**config.mk**
```make
export PLATFORM = sky130hd
export DESIGN_NAME = ps2_kbd_ascii_fifo
export DESIGN_NICKNAME = d
export VERILOG_FILES = /design/src/rtl/ps2_kbd_pkg.sv /design/src/rtl/ps2_kbd_ascii_fifo_lut.sv /design/src/rtl/ps2_kbd_ascii_fifo.sv
export SDC_FILE = /design/constraint.sdc
export NUM_CORES = 1
export LEC_CHECK = 0
export BUFFER_PORTS_ARGS = -buffer_cell sky130_fd_sc_hd__clkbuf_2
export CAP_MARGIN = 20
export CORE_MARGIN = 5
export CORE_UTILIZATION = 35
export DETAILED_ROUTE_END_ITERATION = 16
export PLACE_DENSITY_LB_ADDON = 0.08
export SYNTH_ARGS = -nofsm -noshare
export SYNTH_HDL_FRONTEND = slang
export SYNTH_SLANG_ARGS = --single-unit
```
**constraint.sdc**
```tcl
create_clock -name clk -period 3.6 [get_ports clk]
set_input_delay 0.18 -clock clk [delete_from_list [all_inputs] [get_ports clk]]
set_output_delay 0.18 -clock clk [all_outputs]
set_load 0.05 [all_outputs]
```
**src/rtl/ps2_kbd_pkg.sv**
```systemverilog
// rtl/ps2_kbd_pkg.sv - shared constants and types for the PS/2 keyboard ASCII decoder
package ps2_kbd_pkg;

    // Scan code prefixes
    localparam logic [7:0] SC_EXT      = 8'hE0;
    localparam logic [7:0] SC_BRK      = 8'hF0;

    // Modifier and extended-key scan codes
    localparam logic [7:0] SC_SHIFT_L  = 8'h12;
    localparam logic [7:0] SC_SHIFT_R  = 8'h59;
    localparam logic [7:0] SC_CAPS     = 8'h58;
    localparam logic [7:0] SC_KP_ENTER = 8'h5A;
    localparam logic [7:0] SC_KP_SLASH = 8'h4A;

    // ASCII constants
    localparam logic [7:0] ASCII_CR       = 8'h0D;
    localparam logic [7:0] ASCII_BS       = 8'h08;
    localparam logic [7:0] ASCII_SP       = 8'h20;
    localparam logic [7:0] ASCII_TAB      = 8'h09;
    localparam logic [7:0] ASCII_ESC      = 8'h1B;
    localparam logic [7:0] ASCII_SLASH    = 8'h2F;
    localparam logic [7:0] ASCII_CASE_OFS = 8'h20;

    typedef enum logic [1:0] {
        ST_IDLE    = 2'd0,
        ST_EXT     = 2'd1,
        ST_BRK     = 2'd2,
        ST_EXT_BRK = 2'd3
    } prefix_state_t;

endpackage

```
**src/rtl/ps2_kbd_ascii_fifo_lut.sv**
```systemverilog
// rtl/ps2_kbd_ascii_fifo_lut.sv - combinational US-layout set-2 scan code to ASCII table
//
// Ports:
//   i_scan_code  - make code (non-prefixed)
//   o_base       - unshifted character; letters are stored uppercase
//   o_shifted    - shifted character (equals o_base for letters/controls)
//   o_is_letter  - 1 for A..Z
//   o_valid      - 1 when the code maps to a printable/control character
module scan2ascii_lut
    import ps2_kbd_pkg::*;
(
    input  logic [7:0] i_scan_code,
    output logic [7:0] o_base,
    output logic [7:0] o_shifted,
    output logic       o_is_letter,
    output logic       o_valid
);

    logic [7:0] w_b;
    logic [7:0] w_s;
    logic       w_l;
    logic       w_v;

    always_comb begin
        w_b = 8'h00;
        w_s = 8'h00;
        w_l = 1'b0;
        w_v = 1'b1;
        case (i_scan_code)
            8'h1C: begin w_b = "A"; w_l = 1'b1; end
            8'h32: begin w_b = "B"; w_l = 1'b1; end
            8'h21: begin w_b = "C"; w_l = 1'b1; end
            8'h23: begin w_b = "D"; w_l = 1'b1; end
            8'h24: begin w_b = "E"; w_l = 1'b1; end
            8'h2B: begin w_b = "F"; w_l = 1'b1; end
            8'h34: begin w_b = "G"; w_l = 1'b1; end
            8'h33: begin w_b = "H"; w_l = 1'b1; end
            8'h43: begin w_b = "I"; w_l = 1'b1; end
            8'h3B: begin w_b = "J"; w_l = 1'b1; end
            8'h42: begin w_b = "K"; w_l = 1'b1; end
            8'h4B: begin w_b = "L"; w_l = 1'b1; end
            8'h3A: begin w_b = "M"; w_l = 1'b1; end
            8'h31: begin w_b = "N"; w_l = 1'b1; end
            8'h44: begin w_b = "O"; w_l = 1'b1; end
            8'h4D: begin w_b = "P"; w_l = 1'b1; end
            8'h15: begin w_b = "Q"; w_l = 1'b1; end
            8'h2D: begin w_b = "R"; w_l = 1'b1; end
            8'h1B: begin w_b = "S"; w_l = 1'b1; end
            8'h2C: begin w_b = "T"; w_l = 1'b1; end
            8'h3C: begin w_b = "U"; w_l = 1'b1; end
            8'h2A: begin w_b = "V"; w_l = 1'b1; end
            8'h1D: begin w_b = "W"; w_l = 1'b1; end
            8'h22: begin w_b = "X"; w_l = 1'b1; end
            8'h35: begin w_b = "Y"; w_l = 1'b1; end
            8'h1A: begin w_b = "Z"; w_l = 1'b1; end
            8'h45: begin w_b = "0"; w_s = ")"; end
            8'h16: begin w_b = "1"; w_s = "!"; end
            8'h1E: begin w_b = "2"; w_s = "@"; end
            8'h26: begin w_b = "3"; w_s = "#"; end
            8'h25: begin w_b = "4"; w_s = "$"; end
            8'h2E: begin w_b = "5"; w_s = "%"; end
            8'h36: begin w_b = "6"; w_s = "^"; end
            8'h3D: begin w_b = "7"; w_s = "&"; end
            8'h3E: begin w_b = "8"; w_s = "*"; end
            8'h46: begin w_b = "9"; w_s = "("; end
            8'h0E: begin w_b = 8'h60; w_s = "~"; end
            8'h4E: begin w_b = "-"; w_s = "_"; end
            8'h55: begin w_b = "="; w_s = "+"; end
            8'h54: begin w_b = "["; w_s = "{"; end
            8'h5B: begin w_b = "]"; w_s = "}"; end
            8'h5D: begin w_b = "\\"; w_s = "|"; end
            8'h4C: begin w_b = ";"; w_s = ":"; end
            8'h52: begin w_b = "'"; w_s = "\""; end
            8'h41: begin w_b = ","; w_s = "<"; end
            8'h49: begin w_b = "."; w_s = ">"; end
            8'h4A: begin w_b = "/"; w_s = "?"; end
            8'h5A: begin w_b = ASCII_CR;  w_s = ASCII_CR;  end
            8'h66: begin w_b = ASCII_BS;  w_s = ASCII_BS;  end
            8'h29: begin w_b = ASCII_SP;  w_s = ASCII_SP;  end
            8'h0D: begin w_b = ASCII_TAB; w_s = ASCII_TAB; end
            8'h76: begin w_b = ASCII_ESC; w_s = ASCII_ESC; end
            default: w_v = 1'b0;
        endcase
    end

    assign o_base      = w_b;
    assign o_shifted   = w_l ? w_b : w_s;
    assign o_is_letter = w_l;
    assign o_valid     = w_v;

endmodule

```
**src/rtl/ps2_kbd_ascii_fifo.sv**
```systemverilog
// rtl/ps2_kbd_ascii_fifo.sv - stateful PS/2 decoder with Shift/Caps handling and FWFT output FIFO
//
// Ports:
//   clk, reset                - clock, synchronous active-high reset
//   scan_code, scan_done_tick - received byte and its one-cycle strobe
//   rd_en                     - pop FIFO head (ignored when empty)
//   ascii_out, empty, full    - FIFO head (0x00 when empty) and status
//   overflow                  - sticky: a character was dropped on a full FIFO
//   shift_st, caps_st         - modifier state
module ps2_kbd_ascii_fifo
    import ps2_kbd_pkg::*;
#(
    parameter int W_ADDR  = 3,
    parameter bit CASE_EN = 1'b1
) (
    input  logic       clk,
    input  logic       reset,
    input  logic [7:0] scan_code,
    input  logic       scan_done_tick,
    input  logic       rd_en,
    output logic [7:0] ascii_out,
    output logic       empty,
    output logic       full,
    output logic       overflow,
    output logic       shift_st,
    output logic       caps_st
);

    localparam int DEPTH = 1 << W_ADDR;
    localparam logic [W_ADDR:0] FULL_COUNT = {1'b1, {W_ADDR{1'b0}}};

    prefix_state_t r_state, w_next_state;
    logic w_make, w_brk, w_ext_make;

    logic r_shift_l, r_shift_r, r_caps, r_caps_held;

    logic [7:0]        r_mem [DEPTH];
    logic [W_ADDR-1:0] r_wr_ptr, r_rd_ptr;
    logic [W_ADDR:0]   r_count;
    logic              r_overflow;

    logic [7:0] w_base, w_shifted;
    logic       w_is_letter, w_valid;
    logic       w_upper, w_is_mod;
    logic       w_push, w_do_push, w_do_pop;
    logic [7:0] w_char;

    scan2ascii_lut u_lut (
        .i_scan_code (scan_code),
        .o_base      (w_base),
        .o_shifted   (w_shifted),
        .o_is_letter (w_is_letter),
        .o_valid     (w_valid)
    );

    always_ff @(posedge clk) begin
        if (reset) r_state <= ST_IDLE;
        else       r_state <= w_next_state;
    end

    // Prefix decoding; a byte arriving in BRK is always consumed as the
    // broken key, so E0/F0 there just fall out of the modifier compare.
    always_comb begin
        w_next_state = r_state;
        w_make       = 1'b0;
        w_brk        = 1'b0;
        w_ext_make   = 1'b0;
        if (scan_done_tick) begin
            case (r_state)
                ST_IDLE: begin
                    if (scan_code == SC_EXT)      w_next_state = ST_EXT;
                    else if (scan_code == SC_BRK) w_next_state = ST_BRK;
                    else                          w_make = 1'b1;
                end
                ST_EXT: begin
                    if (scan_code == SC_BRK) begin
                        w_next_state = ST_EXT_BRK;
                    end else begin
                        w_ext_make   = 1'b1;
                        w_next_state = ST_IDLE;
                    end
                end
                ST_BRK: begin
                    w_brk        = 1'b1;
                    w_next_state = ST_IDLE;
                end
                default: w_next_state = ST_IDLE;
            endcase
        end
    end

    assign shift_st = r_shift_l | r_shift_r;
    assign caps_st  = r_caps;
    assign w_is_mod = (scan_code == SC_SHIFT_L) || (scan_code == SC_SHIFT_R) ||
                      (scan_code == SC_CAPS);
    assign w_upper  = CASE_EN ? (shift_st ^ caps_st) : 1'b1;

    always_comb begin
        w_push = 1'b0;
        w_char = 8'h00;
        if (w_make && !w_is_mod && w_valid) begin
            w_push = 1'b1;
            if (w_is_letter)
                w_char = w_upper ? w_base : (w_base + ASCII_CASE_OFS);
            else
                w_char = (CASE_EN && shift_st) ? w_shifted : w_base;
        end else if (w_ext_make) begin
            if (scan_code == SC_KP_ENTER) begin
                w_push = 1'b1;
                w_char = ASCII_CR;
            end else if (scan_code == SC_KP_SLASH) begin
                w_push = 1'b1;
                w_char = ASCII_SLASH;
            end
        end
    end

    // Caps toggles only on the first make; typematic repeats see r_caps_held.
    always_ff @(posedge clk) begin
        if (reset) begin
            r_shift_l   <= 1'b0;
            r_shift_r   <= 1'b0;
            r_caps      <= 1'b0;
            r_caps_held <= 1'b0;
        end else if (w_make) begin
            if (scan_code == SC_SHIFT_L) r_shift_l <= 1'b1;
            if (scan_code == SC_SHIFT_R) r_shift_r <= 1'b1;
            if (scan_code == SC_CAPS) begin
                if (!r_caps_held) r_caps <= ~r_caps;
                r_caps_held <= 1'b1;
            end
        end else if (w_brk) begin
            if (scan_code == SC_SHIFT_L) r_shift_l   <= 1'b0;
            if (scan_code == SC_SHIFT_R) r_shift_r   <= 1'b0;
            if (scan_code == SC_CAPS)    r_caps_held <= 1'b0;
        end
    end

    assign empty     = (r_count == '0);
    assign full      = (r_count == FULL_COUNT);
    assign overflow  = r_overflow;
    assign w_do_pop  = rd_en && !empty;
    // A pop in the same cycle frees the slot, so a full FIFO still accepts.
    assign w_do_push = w_push && (!full || w_do_pop);
    assign ascii_out = empty ? 8'h00 : r_mem[r_rd_ptr];

    always_ff @(posedge clk) begin
        if (w_do_push) r_mem[r_wr_ptr] <= w_char;
    end

    always_ff @(posedge clk) begin
        if (reset) begin
            r_wr_ptr   <= '0;
            r_rd_ptr   <= '0;
            r_count    <= '0;
            r_overflow <= 1'b0;
        end else begin
            if (w_do_push) r_wr_ptr <= r_wr_ptr + 1'b1;
            if (w_do_pop)  r_rd_ptr <= r_rd_ptr + 1'b1;
            if (w_do_push && !w_do_pop)      r_count <= r_count + 1'b1;
            else if (!w_do_push && w_do_pop) r_count <= r_count - 1'b1;
            if (w_push && !w_do_push) r_overflow <= 1'b1;
        end
    end

endmodule

```
Word-level counts from Yosys, hierarchy flattened
Memory sizes are Yosys's and may differ from the RTL's. A register that Yosys moved wholly into a read port is not among the register bits.
Cells that the tools add are included.
Word-level totals
  output and inout port bits: 13
  logic and storage cells: 152
  flip-flop bits (word level): 17
  memories kept: 1
  memory bits (writable): 64
  input bits: 12
Operators by class
  bitwise gates (word level): 4
  multiplexer cells: 46
  $add $sub $neg: 5
  eq/ne operators: 61
  reductions and logical operators: 26
Memories
  r_mem: words 8, width 8, rd ports 1, clocked after memory_dff 1, wr ports 1, line ps2_kbd_ascii_fifo.sv:37  | logic [7:0] r_mem [DEPTH];
Operators with widths (count)
  one-hot mux 7 bit (52 select lines): 1
  == test 8 x 6 -> 1 bit, second input constant: 23
  one-hot mux 7 bit (26 select lines): 1
  == test 8 x 7 -> 1 bit, second input constant: 22
  == test 8 x 5 -> 1 bit, second input constant: 8
  OR reduction 52 bit: 1
  two-way mux 8 bit: 5
  two-way mux 1 bit: 28
  OR reduction 26 bit: 1
  two-way mux 6 bit: 3
  == test 8 x 4 -> 1 bit, second input constant: 2
  == test 8 bit, second input constant: 2
  adder 8 x 6 -> 8 bit, second input constant: 1
  two-way mux 4 bit: 2
  AND reduction 2 bit: 4
  logical AND 1 bit: 7
  adder 3 x 1 -> 3 bit, second input constant: 2
  two-way mux 2 bit: 3
  two-way mux 3 bit: 2
  zero test 1 bit: 5
  adder 4 x 1 -> 4 bit, second input constant: 1
  == test 4 bit, second input constant: 1
  zero test 4 bit: 1
  one-hot mux 2 bit (2 select lines): 1
  other kinds (11): 15

Logic depth before layout (Yosys ltp)
Gate-level depths: netlist of run 1.
  word-level depth: 13
  gate-level depth with buffers: 17
  gate-level depth less buffers: 14

Hierarchy
From an unflattened synthesis of run 1, not the netlist that was laid out.
Unflattened totals
  cells, all modules: 505
  area total of the unflattened synthesis: 5288.8 sq um
By module, submodules not included
  ps2_kbd_ascii_fifo: seq. area each 2322.2 sq um, area each 3857.4 sq um, times used 1, cells an instance 276
  scan2ascii_lut: seq. area each 0.0 sq um, area each 1431.4 sq um, times used 1, cells an instance 229

Worst setup path after synthesis of run 1
OpenSTA, ideal clock, no wires.
  kind: input -> register
  start point: in scan_code[5]
  end point: reg r_count[3]
  setup time: 70 ps
  cell stages on the path: 17
  path buffers: 3
  arrival: 3277 ps
  data required time: 3530 ps
  setup slack: 253 ps
  path through: buf_2 clkbuf_1 nor4bb_1 buf_2 a22o_1 a211oi_1 nand4_2 o21ai_4 inv_1 ha_1 inv_1 ha_1 a21o_1 a21oi_1 xnor2_1 or3_1 a21oi_1
On the way
  longest elaborated chain between the ends: 12
  elaborated cells between the ends (all ways): 80
  classes of those cells: eq/ne: 57; mux: 12; reduce/logical: 11
Ends and longest elaborated chain
  start: declaration: line ps2_kbd_ascii_fifo.sv:18  | input logic [7:0] scan_code,
  == test 8 bit: line ps2_kbd_ascii_fifo.sv:72, ps2_kbd_ascii_fifo.sv:76
  two-way mux 1 bit: line ps2_kbd_ascii_fifo.sv:72, ps2_kbd_ascii_fifo.sv:76
  two-way mux 1 bit: line ps2_kbd_ascii_fifo.sv:71  | if (scan_code == SC_EXT) w_next_state = ST_EXT;
  two-way mux 1 bit: line ps2_kbd_ascii_fifo.sv:69  | case (r_state)
  two-way mux 1 bit: line ps2_kbd_ascii_fifo.sv:68  | if (scan_done_tick) begin
  logical AND 1 bit (2 in series): line ps2_kbd_ascii_fifo.sv:101  | if (w_make && !w_is_mod && w_valid) begin
  two-way mux 1 bit *: line ps2_kbd_ascii_fifo.sv:101
  logical AND 1 bit *: line ps2_kbd_ascii_fifo.sv:144  | assign w_do_push = w_push && (!full || w_do_pop);
  net w_do_push: line ps2_kbd_ascii_fifo.sv:45  | logic w_push, w_do_push, w_do_pop;
  zero test 1 bit: line ps2_kbd_ascii_fifo.sv:161  | else if (!w_do_push && w_do_pop) r_count <= r_count - 1'b1;
  logical AND 1 bit: line ps2_kbd_ascii_fifo.sv:161
  nonzero test 2 bit (no source line)
  end signal: assignment: line ps2_kbd_ascii_fifo.sv:160  | if (w_do_push && !w_do_pop) r_count <= r_count + 1'b1;
  end signal: assignment: line ps2_kbd_ascii_fifo.sv:161
  end: declaration: line ps2_kbd_ascii_fifo.sv:39  | logic [W_ADDR:0] r_count;
Mark *: on every way through the listed nets, which the timed path passes. The rest lies on a longest branch.
A chain may end at the register's enable or synchronous reset.

Final worst setup path of run 1
  start point: reg r_state[1]
  end point: reg r_count[3]
On the way
  longest elaborated chain between the ends: 10
  elaborated cells between the ends (all ways): 16
  classes of those cells: eq/ne: 1; mux: 7; reduce/logical: 8
Ends and longest elaborated chain
  start: declaration: line ps2_kbd_ascii_fifo.sv:32  | prefix_state_t r_state, w_next_state;
  start signal: assignment: line ps2_kbd_ascii_fifo.sv:58  | else r_state <= w_next_state;
  zero test 2 bit: line ps2_kbd_ascii_fifo.sv:69
  two-way mux 1 bit: line ps2_kbd_ascii_fifo.sv:69
  two-way mux 1 bit: line ps2_kbd_ascii_fifo.sv:68
  logical AND 1 bit (2 in series): line ps2_kbd_ascii_fifo.sv:101
  two-way mux 1 bit *: line ps2_kbd_ascii_fifo.sv:101
  logical AND 1 bit *: line ps2_kbd_ascii_fifo.sv:144
  net w_do_push: line ps2_kbd_ascii_fifo.sv:45
  zero test 1 bit: line ps2_kbd_ascii_fifo.sv:161
  logical AND 1 bit: line ps2_kbd_ascii_fifo.sv:161
  nonzero test 2 bit (no source line)
Marks and branches as above.

==> results of run 1 <==
[cell usage in the layout (no fill, tap or decap), drive strengths merged, types with 6 or more instances in the layout]
cell and instances:
ha 6, nor4 9, inv 13, nor2 43, nor2b 7, buf 60, a31oi 9, dfxtp 20
mux2i 15, edfxtp 64, a21oi 31, o21ai 19, o22ai 6, mux4 16, nand2b 11, nor4bb 8
nor3 15, xor2 6, clkbuf 33, nand3b 6, nand2 31, nor4b 7, nand3 12, a22oi 6
[routing by layer]
layer / wire length (um) / share of wire (%) / global-route usage, %
met4: 336 / 2.3 / 6.540
met2: 6865 / 46 / 27.88
met1: 7035 / 47 / 26.04
met5: 0 / 0 / 0
met3: 647 / 4.3 / 2.906
[layout make-up]
type | instances | share of cell area (%)
Clock buffer | 9 | 3.719
Multi-Input combinational cell | 342 | 42.17
Tap cell | 184 | 3.802
Inverter | 11 | 0.6818
Sequential cell | 84 | 38.35
Clock inverter | 7 | 1.240
Timing Repair Buffer | 84 | 10.04
[worst register-to-register path, delay by kind of cell, from the launching register on]
family	cells	cell delay, ps
fa+ha+maj	2	440
simple gates	2	800
buf+inv	3	290
xor+xnor	1	90
flops	1	350
compound gates	7	1230
[worst paths after layout]
check                                              from                       to  slack, ps  cells past startpoint
worst min register to register    overflow$_SDFFE_PP0P_    overflow$_SDFFE_PP0P_        480                      2
worst min-delay path                              rd_en    overflow$_SDFFE_PP0P_         90                      2
worst max-delay path            r_state[1]$_SDFFE_PP0P_  r_count[3]$_SDFFE_PP0P_        320                     15
worst max register to register  r_state[1]$_SDFFE_PP0P_  r_count[3]$_SDFFE_PP0P_        320                     15
[flip-flops by register name, summed over array words and instances, names as in the netlist, named ones only]
name and count:
r_count 4, r_caps_held 1, r_shift_l 1, r_shift_r 1, overflow 1, r_state 2, caps_st 1, r_mem 64
r_wr_ptr 3, r_rd_ptr 3
[kinds of logic after synthesis]
kind of cell / after synthesis / synth area share, %
AND/OR/NAND/NOR: 179 / 20.44
AO/OA/AOI/OAI: 114 / 15.52
flip-flops: 84 / 45.87
buffers and inverters: 52 / 4.301
multiplexers: 31 / 10.08
XOR/XNOR: 11 / 1.903
adder cells (fa/ha/maj): 7 / 1.878
[what timing repair did]
action	4_1_cts	5_1_grt
endpoints found under the setup margin	0	1
gates resized for setup	0	1
buffers inserted	0	2
[through the flow]
stage,std cells,cell area (um2)
final,721,6056
after global routing,721,6056
after CTS,719,6035
after detailed placement,703,5734
after global placement,703,5734
after floorplan,478,5062
[power by group through the flow]
| stage | Clock [mW] | Sequential (mW) | Combinational, mW |
|---|---|---|---|
| after CTS | 0.951 | 1.12 | 0.899 |
| after detailed placement | 0 | 1.14 | 0.896 |
| after global placement | 0 | 1.14 | 0.893 |
| after global routing | 0.987 | 1.13 | 0.967 |
| after floorplan | 0 | 1.12 | 0.674 |
| final | 0.925 | 1.12 | 0.892 |
==> results.cfg, run 1 <==
[run_status]
outcome = completed

[critical_path]
required_ps = 3870
critical_path.max_stage_delay_ps = 500
path_cells = or3b_2, a31oi_2, o311ai_0, a21oi_1, buf_4, o21ai_4, inv_1, ha_1, inv_1, ha_1, a21o_1, a21oi_1, xnor2_1, or3_1, a21oi_1
cell_occurring_most_often_along_the_worst_timing_path = sky130_fd_sc_hd__a21oi_1
arrival_time_of_the_worst_setup_path_ps = 3540
cp-end-kind = register
critical_path.n_buffers_inverters = 3
timing.critical_path.from_type = register
crit_path_max_fanout = 6
setup.worst_path.class = reg -> reg
cpMaxStageDelayCell = sky130_fd_sc_hd__or3b_2
cpLargestDelayFamily = compound AO/OA/AOI/OAI gates

[detailed_routing]
drt.antenna.violating_nets = 0
post_route_drc = 0
wl_per_cell_um = 20.64
1st_iter_drt_viols = 307
route.final.wire_length_um = 14880
vias = 4143
firstDrtPassIters = 5
post_drt_via_cell_ratio = 5.746

[floorplanning]
chipHeight_um = 130.3
placeableCoreArea_um2 = 14370
floorplan.die_area_um2 = 16970
pin_count = 25
fp-row-count = 44
die_width_um = 130.3
start_util_pct = 35.23

[final_layout]
syn_to_final_growth_pct = 19.62
final_core_utilization_pct = 42.15
layout.nets = 551
multiInputGateArea_um2 = 2554
drive_above_1_share_pct = 25.14
area.sequential_um2 = 2322
antennaDiodeCount = 0
fillerInstances = 1368

[power]
internal_power_of_the_cells_mw = 1.939
clock_power_share_pct = 31.5
design_power_total_mw = 2.939
power.switching_fraction_pct = 34.02
power_frac_seq_pct = 38.2
vdd_drop_max_mv = 0.2478
net_switching_power_of_the_design_mw = 0.9997
pwr-share-comb_pct = 30.3
powerDensity_nw_per_um2 = 485.3
power.static_leakage_nw = 2.116

[place]
gp_routability_congestion = 0.9033
dp_slack_ps = 66.34
detailed_place_hpwl_um = 10700
numPortBuffers = 24

[synthesis]
synth_flop_cell = sky130_fd_sc_hd__edfxtp_1
cell_taking_the_most_area_after_synthesis = sky130_fd_sc_hd__edfxtp_1
synth_area_um2 = 5062
netlist_top_cells_count = sky130_fd_sc_hd__edfxtp_1, sky130_fd_sc_hd__nor2_1, sky130_fd_sc_hd__nand2_1, sky130_fd_sc_hd__a21oi_1, sky130_fd_sc_hd__dfxtp_1
synth.ff_latch_count = 84
syn_nets = 497
synth_largest_type_area_fraction_pct = 37.96
post-synth-top-count-cell = sky130_fd_sc_hd__edfxtp_1
postSynth.asyncResetShare_pct = 0
ys_seq_area_share_pct = 45.87
ys_top_cells_by_area = sky130_fd_sc_hd__edfxtp_1, sky130_fd_sc_hd__dfxtp_1, sky130_fd_sc_hd__mux4_2
number_of_flops_mapped_to_enable_cells_by_yosys = 64
post_synthesis_area_per_instance_um2 = 10.59
ys.warnings.count = 0
synthCells = 478
synthDistinctLibCells = 69

[grt]
grt_first_pass_wirelength_um = 23280
grt_antenna_before_repair = 0
largest_net_degree_at_the_start_of_global_routing = 24
first_global_vias = 3961
total_global_routing_track_utilization_pct = 18.19
grt.overflow.total = 0

[clock_tree]
tritoncts_num_sinks = 84
cts.htree.levels = 3
clk_path_buf_depth = 2
path_clk_slew_ps = 60
hold_buffers = 0
numCtsBuffers = 9
clock_latency_of_the_later_clocked_register_in_the_worst_skew_pair_ps = 340
tritoncts = built
cts_root_buf = sky130_fd_sc_hd__clkbuf_16

[hold_path]
hold_path_class = in -> reg

[timing]
timing.setup.tns_ps = 0
timing.final.max_slew_violations = 0
final-setup-viol-count = 0
setup_repair_after_global_routing_missed_its_margin = false
tightestPinTransition_ps = 897.9
clock.fmax_ghz = 0.3050
whs_ps = 91.29
final_period_minus_worst_setup_slack_ps = 3279
timing.max_slew.rel_slack_pct = 39.78
finClkSkew_ps = 6.370
layout_worst_path_cycle_share_pct = 91.09
final-hold-violation-count = 0
timing.final.ws_setup_ps = 320.8

[flow_run]
max_cap_violations = 0
Note: power is estimated with default switching activity, not from simulation.
==> run 2, diff against run 1 <==
--- a/config.mk
+++ b/config.mk
@@ -12,2 +12,4 @@
 export DETAILED_ROUTE_END_ITERATION = 16
+export GPL_TIMING_DRIVEN = 0
+export MAX_ROUTING_LAYER = met4
 export PLACE_DENSITY_LB_ADDON = 0.08
--- a/constraint.sdc
+++ b/constraint.sdc
@@ -3,2 +3,2 @@
 set_output_delay 0.18 -clock clk [all_outputs]
-set_load 0.05 [all_outputs]
+set_load 0.01 [all_outputs]
==> results.cfg, run 2 (synthesis results as in run 1) <==
[critical_path]
arrival_time_of_the_worst_setup_path_ps = 3780
cp-end-kind = register
crit_path_max_fanout = 10
required_ps = 3870
setup.worst_path.class = in -> reg
timing.critical_path.from_type = input pin

[final_layout]
post_route_insts_no_fill = 706
fillerInstances = 1417
largest_register_ffs = 64
largest-register = r_mem
multiInputGateArea_um2 = 2582
drive_above_1_share_pct = 20.11
final_common_cell = sky130_fd_sc_hd__edfxtp_1
layout.nets = 536
antennaDiodeCount = 0
layout.cell_area.non_filler_um2 = 5791
area.sequential_um2 = 2322
layout.cells.most_common_list = sky130_fd_sc_hd__edfxtp_1, sky130_fd_sc_hd__nor2_1, sky130_fd_sc_hd__nand2_1
syn_to_final_growth_pct = 14.38
reg.largest.list = r_mem (64), r_count (4)

[detailed_routing]
wl_per_cell_um = 20.83
1st_iter_drt_viols = 417
route.final.wire_length_um = 14710
vias = 4086
firstDrtPassIters = 5
post_route_drc = 0
drt.antenna.violating_nets = 0
post_drt_via_cell_ratio = 5.788

[timing]
clock.fmax_ghz = 0.2848
final-setup-viol-count = 0
setup_repair_after_global_routing_missed_its_margin = true
timing.max_slew.rel_slack_pct = 39.90
finClkSkew_ps = 6.740
final_period_minus_worst_setup_slack_ps = 3511
whs_ps = 85.97
final-hold-violation-count = 0
timing.final.max_slew_violations = 0
layout_worst_path_cycle_share_pct = 97.54
tightestPinTransition_ps = 899.1

[place]
place_inst = 688
detailed_place_hpwl_um = 10830
placement.cell_area_um2 = 5469
gp_routability_congestion = 0.9521
numPortBuffers = 22

[clock_tree]
tritoncts_num_sinks = 84
clock_latency_of_the_later_clocked_register_in_the_worst_skew_pair_ps = 340
path_clk_slew_ps = 60
numCtsBuffers = 9
tritoncts = built
cts_root_buf = sky130_fd_sc_hd__clkbuf_16
cts.htree.levels = 3
clk_path_buf_depth = 2

[power]
powerDensity_nw_per_um2 = 459.7
vdd_drop_max_mv = 0.2437
power.static_leakage_nw = 1.931

[floorplanning]
fp-row-count = 44
chipHeight_um = 130.3
placeableCoreArea_um2 = 14370
floorplan.die_area_um2 = 16970
pin_count = 25
start_util_pct = 35.23
die_width_um = 130.3

[grt]
grt_antenna_before_repair = 0
first_global_vias = 3995
grt_first_pass_wirelength_um = 23140
largest_net_degree_at_the_start_of_global_routing = 17
total_global_routing_track_utilization_pct = 18.71
grt.overflow.total = 0

[run_status]
outcome = completed

[flow_run]
max_cap_violations = 0

[hold_path]
hold_path_class = in -> reg
==> run 2: changes by cell type in the layout (fill, tap and decap cells not counted), sizes merged <==
cell,delta
inv,+2
clkinvlp,-1
buf,-32
clkbuf,+17
bufinv,-1
==> run 2: path summary, 6_finish.rpt <==
kind | to | cells past startpoint | slack [ps] | from
setup / recovery | r_count[3]$_SDFFE_PP0P_ | 18 | 90 | scan_code[2]
setup reg to reg | r_count[3]$_SDFFE_PP0P_ | 14 | 290 | r_state[1]$_SDFFE_PP0P_
hold / removal | overflow$_SDFFE_PP0P_ | 2 | 90 | rd_en
hold reg to reg | overflow$_SDFFE_PP0P_ | 2 | 470 | overflow$_SDFFE_PP0P_
==> run 2: timing repair <==
item | CTS | global route
pin swaps | 1 | 2
resized for setup | 0 | 9
setup buffers | 1 | 0
setup endpoints to repair | 1 | 25
hold buffers | 0 | 0
==> run 2: through the flow <==
step / setup TNS [ps] / setup WS, ps / power, mW / util [%]
after floorplan: 0 / 252.8 / 1.603 / -
after global placement: -52490 / -1204 / 1.813 / 37.60
after detailed placement: -5716 / -488.6 / 1.821 / 38.06
after CTS: 0 / 42.11 / 2.696 / 40.09
after global routing: -65.12 / -65.12 / 2.810 / 40.30
final: 0 / 88.58 / 2.662 / 40.30
==> run 2: critical path, cell delays in order <==
cell	delay, ps
sky130_fd_sc_hd__clkbuf_2	80
sky130_fd_sc_hd__buf_2	170
sky130_fd_sc_hd__buf_2	250
sky130_fd_sc_hd__nor4bb_1	290
sky130_fd_sc_hd__clkbuf_1	500
sky130_fd_sc_hd__a22o_1	310
sky130_fd_sc_hd__a21boi_0	130
sky130_fd_sc_hd__nand4_2	260
sky130_fd_sc_hd__o21ai_4	90
sky130_fd_sc_hd__inv_1	80
sky130_fd_sc_hd__ha_1	180
sky130_fd_sc_hd__inv_1	90
sky130_fd_sc_hd__ha_1	280
sky130_fd_sc_hd__a21o_1	180
sky130_fd_sc_hd__a21oi_1	180
sky130_fd_sc_hd__xnor2_1	90
sky130_fd_sc_hd__or3_1	300
sky130_fd_sc_hd__a21oi_1	130
==> run 2: where the power goes <==
group | switching (mW) | total (mW) | internal (mW) | leakage (nW)
combinational | 0.404 | 0.693 | 0.288 | 1.09
sequential | 0.0280 | 1.10 | 1.07 | 0.707
clock | 0.389 | 0.868 | 0.479 | 0.139
total | 0.822 | 2.66 | 1.84 | 1.93
==> run 2: area by class of cell <==
type                       instances  area share [%]
sequential                        84           40.10
clock buffer                       9           3.889
buffer                            41           3.112
timing repair buffer              28           2.593
tap                              184           3.976
clock inverter                     7           1.016
multi-input combinational        342           44.60
inverter                          11          0.7131
==> run 2: routing by layer <==
| layer | up-vias | wire length, um | global-route usage [%] |
|---|---|---|---|
| met5 | - | 0 | - |
| met4 | 0 | 357 | 5.379 |
| met3 | 38 | 803 | 3.725 |
| met2 | 162 | 6629 | 27.82 |
| met1 | 1964 | 6917 | 26.00 |
| li1 | 1922 | - | - |
